$ cat src/rtl/mem_arb_pkg.sv
// Shared definitions for the instruction/data memory port arbiter.
package mem_arb_pkg;

  localparam logic PORT_IF = 1'b0;
  localparam logic PORT_DM = 1'b1;

  localparam int MAX_WAIT_DEF = 4;
  localparam int WAIT_CTR_W   = 4;

  // Identifies which requester owns the read response arriving next cycle.
  typedef struct packed {
    logic rd_pend;
    logic rd_port;
  } owner_tag_t;

  function automatic owner_tag_t make_tag(input logic is_read, input logic port);
    owner_tag_t t;
    t.rd_pend = is_read;
    t.rd_port = port;
    return t;
  endfunction

endpackage

$ cat src/rtl/mem_arb_wait_ctr.sv
// Saturating aging counter: counts consecutive cycles a fetch request is refused
// and raises force_o once MAX_WAIT refusals have accumulated.
module mem_arb_wait_ctr
  import mem_arb_pkg::*;
#(
  parameter int MAX_WAIT = MAX_WAIT_DEF
) (
  input  logic clk,
  input  logic rst_n,
  input  logic req_i,
  input  logic gnt_i,
  output logic force_o
);

  localparam logic [WAIT_CTR_W-1:0] LIMIT = WAIT_CTR_W'(MAX_WAIT);
  localparam logic [WAIT_CTR_W-1:0] ONE   = WAIT_CTR_W'(1);

  logic [WAIT_CTR_W-1:0] cnt_q;
  logic [WAIT_CTR_W-1:0] cnt_d;

  always_comb begin
    cnt_d = cnt_q;
    if (!req_i || gnt_i) begin
      cnt_d = '0;
    end else if (cnt_q != LIMIT) begin
      cnt_d = cnt_q + ONE;
    end
  end

  always_ff @(posedge clk or negedge rst_n) begin
    if (!rst_n) begin
      cnt_q <= '0;
    end else begin
      cnt_q <= cnt_d;
    end
  end

  assign force_o = (cnt_q == LIMIT);

endmodule

$ cat src/rtl/mem_port_arbiter.sv
// Shares one single-port memory between fetch and data requesters, data first.
// Define ARB_AGING_EN to build the aging counter that forces starved fetches through.
module mem_port_arbiter
  import mem_arb_pkg::*;
#(
  parameter int ADDR_W   = 32,
  parameter int DATA_W   = 32,
  parameter int MAX_WAIT = MAX_WAIT_DEF
) (
  input  logic              clk,
  input  logic              rst_n,
  input  logic              if_vld,
  output logic              if_rdy,
  input  logic [ADDR_W-1:0] if_addr,
  output logic              if_rsp_vld,
  output logic [DATA_W-1:0] if_rsp_data,
  input  logic              dm_vld,
  output logic              dm_rdy,
  input  logic              dm_we,
  input  logic [ADDR_W-1:0] dm_addr,
  input  logic [DATA_W-1:0] dm_wdata,
  output logic              dm_rsp_vld,
  output logic [DATA_W-1:0] dm_rsp_data,
  output logic              mem_en,
  output logic              mem_we,
  output logic [ADDR_W-1:0] mem_addr,
  output logic [DATA_W-1:0] mem_wdata,
  input  logic [DATA_W-1:0] mem_rdata
);

  // Handshake: a request transfers in any cycle where its vld and rdy are both 1;
  // rdy is the combinational grant and is never a function of the requester's rdy.

  logic       force_fetch;
  logic       gnt_if;
  logic       gnt_dm;
  owner_tag_t tag_q;
  owner_tag_t tag_d;

`ifdef ARB_AGING_EN
  mem_arb_wait_ctr #(
    .MAX_WAIT(MAX_WAIT)
  ) u_wait_ctr (
    .clk    (clk),
    .rst_n  (rst_n),
    .req_i  (if_vld),
    .gnt_i  (gnt_if),
    .force_o(force_fetch)
  );
`else
  localparam logic [WAIT_CTR_W-1:0] MAX_WAIT_L = WAIT_CTR_W'(MAX_WAIT);
  logic unused_max_wait;
  assign unused_max_wait = ^MAX_WAIT_L;
  assign force_fetch     = 1'b0;
`endif

  always_comb begin
    gnt_if = 1'b0;
    gnt_dm = 1'b0;
    if (force_fetch && if_vld) begin
      gnt_if = 1'b1;
    end else if (dm_vld) begin
      gnt_dm = 1'b1;
    end else if (if_vld) begin
      gnt_if = 1'b1;
    end
  end

  assign if_rdy = gnt_if;
  assign dm_rdy = gnt_dm;

  // Fetch address is the idle default so the address mux stays a single select.
  always_comb begin
    mem_en    = gnt_if | gnt_dm;
    mem_we    = 1'b0;
    mem_addr  = if_addr;
    mem_wdata = dm_wdata;
    if (gnt_dm) begin
      mem_we   = dm_we;
      mem_addr = dm_addr;
    end
  end

  always_comb begin
    tag_d = make_tag(mem_en & ~mem_we, gnt_dm ? PORT_DM : PORT_IF);
  end

  always_ff @(posedge clk or negedge rst_n) begin
    if (!rst_n) begin
      tag_q <= '0;
    end else begin
      tag_q <= tag_d;
    end
  end

  assign if_rsp_vld  = tag_q.rd_pend && (tag_q.rd_port == PORT_IF);
  assign dm_rsp_vld  = tag_q.rd_pend && (tag_q.rd_port == PORT_DM);
  assign if_rsp_data = mem_rdata;
  assign dm_rsp_data = mem_rdata;

endmodule

$ cat config.mk
export PLATFORM = sky130hd
export DESIGN_NAME = mem_port_arbiter
export DESIGN_NICKNAME = d
export VERILOG_FILES = /design/src/rtl/mem_arb_pkg.sv /design/src/rtl/mem_arb_wait_ctr.sv /design/src/rtl/mem_port_arbiter.sv
export SDC_FILE = /design/constraint.sdc
export NUM_CORES = 1
export LEC_CHECK = 0
export ABC_AREA = 1
export BUFFER_PORTS_ARGS = -buffer_cell sky130_fd_sc_hd__buf_2
export CAP_MARGIN = 20
export CELL_PAD_IN_SITES_DETAIL_PLACEMENT = 0
export CELL_PAD_IN_SITES_GLOBAL_PLACEMENT = 1
export CORE_ASPECT_RATIO = 1.4
export CORE_MARGIN = 2
export CORE_UTILIZATION = 12
export DETAILED_ROUTE_END_ITERATION = 16
export PLACE_DENSITY_LB_ADDON = 0.1
export SYNTH_ARGS = -nofsm -noshare
export SYNTH_HDL_FRONTEND = slang
export SYNTH_SLANG_ARGS = --single-unit
$ cat constraint.sdc
create_clock -name clk -period 0.8 [get_ports clk]
set_input_delay 0.04 -clock clk [delete_from_list [all_inputs] [get_ports clk]]
set_output_delay 0.04 -clock clk [all_outputs]
set_load 0.01 [all_outputs]
==> impl_metrics.ini <==
[timing]
min_period_ns = 0.851
finalHoldViolCount = 0
rsz0062_at_grt = yes
setup_ws_ns = -0.0508
fin_crit_sh_pct = 106
worstMarginPinSlew_ns = 0.157
drv_slew = 0
slew_headroom_pct = 89.5
finalSetupViolations = 2
clock.fmax_ghz = 1.18

[worst_setup_path]
worstPathRequired_ns = 0.76
arrival_ns = 0.81
cp_cell_sequence = nor2_1 > buf_2
max_stage_delay_ns = 0.36
slowest_stage = dfrtp_1
cp-start-kind = flop
cp-end-kind = output pin
crit_fanout = 2
path_class = reg -> out

[global_route]
grt_pass1_vias = 1136
overflow = 0
grt_pass1_wl_mm = 5.57
grt_max_degree = 21
antenna_found_initial = 0
track_usage_pct = 6.46

[run]
cap_violations = 0

[finish]
top_register = tag_q
nFillCells = 1245
syn2layout_area_growth_pct = 6.29
multiInputGateArea_um2 = 383
fin_util_pct = 12.9
antenna_cells = 0
largestRegisters = tag_q x2
postLayoutCellArea_um2 = 1330
nNetsFinal = 359
largest_register_ffs = 2
drive_gt1_share_pct = 50.9
seq_area_um2 = 50.0
final_common_cell = buf_2
final_cell_count_no_fill = 362
final_cell_mix = 105 x buf_2, 98 x nand2_1, 5 x inv_1, 4 x nor2_1, 4 x buf_12

[die]
core_area_um2 = 10300
placementRows = 44
dieArea_um2 = 11300
die_w_um = 90.4
start_util_pct = 12.2
ios = 267
die_h_um = 125

[pwr]
p_per_area_nw_per_um2 = 1130
ir_drop_v = 0.000365
p_leak_uw = 0.000857
finalPower_uw = 1500

[cts]
post_cts_buffers = 0
cts_tree = built
cts_buffers = 3
htree_levels = 1
clk_path_buf_depth = 2
clock-sinks = 2
clk_pin_slew_ns = 0.03
cts_root_buffer = clkbuf_16

[place]
gp_congestion = 0.642
place_area_um2 = 1240
numPortBuffers = 106
placedCellCount = 358
dp.final_hpwl_mm = 3.33

[routing]
drcViolationCount = 0
wl_met1_um = 881
wl_met3_um = 423
num_vias = 1150
wl_per_cell_um = 10.9
dr.pass1.iters = 5
via_per_inst = 3.18
antenna_left = 0
drt_iter0_drc = 7
top_layer = met4
met2_length_mm = 2.29
totalWireLength_mm = 3.96

[yosys]
synthesis.area_um2 = 1250
seq_area_frac_synth_pct = 3.99
ys_types = 7
synth-seq-cells = 2
avgSynthCellArea_um2 = 5.86
netlist_instances = 214
synth_nets = 347
ys_warn_count = 0

[worst_hold_path]
hp-class = in -> out

[run_status]
status = finished, violations left
violations = negative setup slack
metal layers:
metal	vias up	GRT usage, %
li1	554	-
met1	453	3.71
met2	92	13.7
met3	51	1.20
met4	0	7.69
met5	-	0
cell usage after synthesis:
| cell type | number | share of area, % |
|---|---|---|
| buf_4 | 100 | 60 |
| buf_6 | 4 | 3.6 |
| dfrtp_1 | 2 | 4.0 |
| inv_1 | 5 | 1.5 |
| inv_4 | 1 | 0.50 |
| nand2_1 | 98 | 29 |
| nor2_1 | 4 | 1.2 |
worst max-delay path: cells and delay by family (launching register included):
family                 cells  cell delay [ns]
buffers and inverters      1             0.14
AND/OR/NAND/NOR            1             0.09
flip-flops                 1             0.36
where the power goes:
| part | leakage (uW) | switching, uW | internal, uW | total [uW] |
|---|---|---|---|---|
| registers | 0.0000230 | 3.11 | 108 | 112 |
| logic | 0.000797 | 320 | 319 | 639 |
| clock network | 0.0000370 | 117 | 636 | 753 |
| total | 0.000857 | 440 | 1060 | 1500 |
area by class of cell:
class / instances / share of cell area (%)
timing repair buffer: 111 / 47.0
multi-input combinational: 102 / 28.7
tap: 138 / 13.0
clock buffer: 3 / 5.63
sequential: 2 / 3.76
inverter: 6 / 1.88
cell families (layout without fill, tap and decap cells):
| group | Yosys count | in the layout | share of synthesized area, % |
|---|---|---|---|
| buffers and inverters | 110 | 120 | 65.5 |
| DFF | 2 | 2 | 3.99 |
| and+or+nand+nor | 102 | 102 | 30.5 |
what timing repair did:
action / CTS / global route
hold buffers: 1 / 0
endpoints found under the hold margin: 2 / 0
gates resized for setup: 2 / 0
pin swaps: 0 / 1
endpoints found under the setup margin: 2 / 2
through the flow:
step / setup TNS [ns] / setup slack, ns / hold slack [ns]
floorplan: 0 / 0.227 / -0.256
global placement: 0 / 0.0596 / -0.171
detailed placement: 0 / 0.0644 / -0.170
CTS: -0.114 / -0.0660 / 0.0801
global route: -0.179 / -0.105 / 0.0800
finish: -0.0953 / -0.0508 / 0.0800
final timing paths:
path / end / from / slack (ns) / depth (start not counted)
max: if_rsp_vld / tag_q[0] / -0.05 / 2
min: mem_wdata[11] / dm_wdata[11] / 0.08 / 0
max in group asynchronous: tag_q[1] / rst_n / 0.56 / 2
min in group asynchronous: tag_q[0] / rst_n / 0.15 / 2
(Power assumes the default switching activity.)
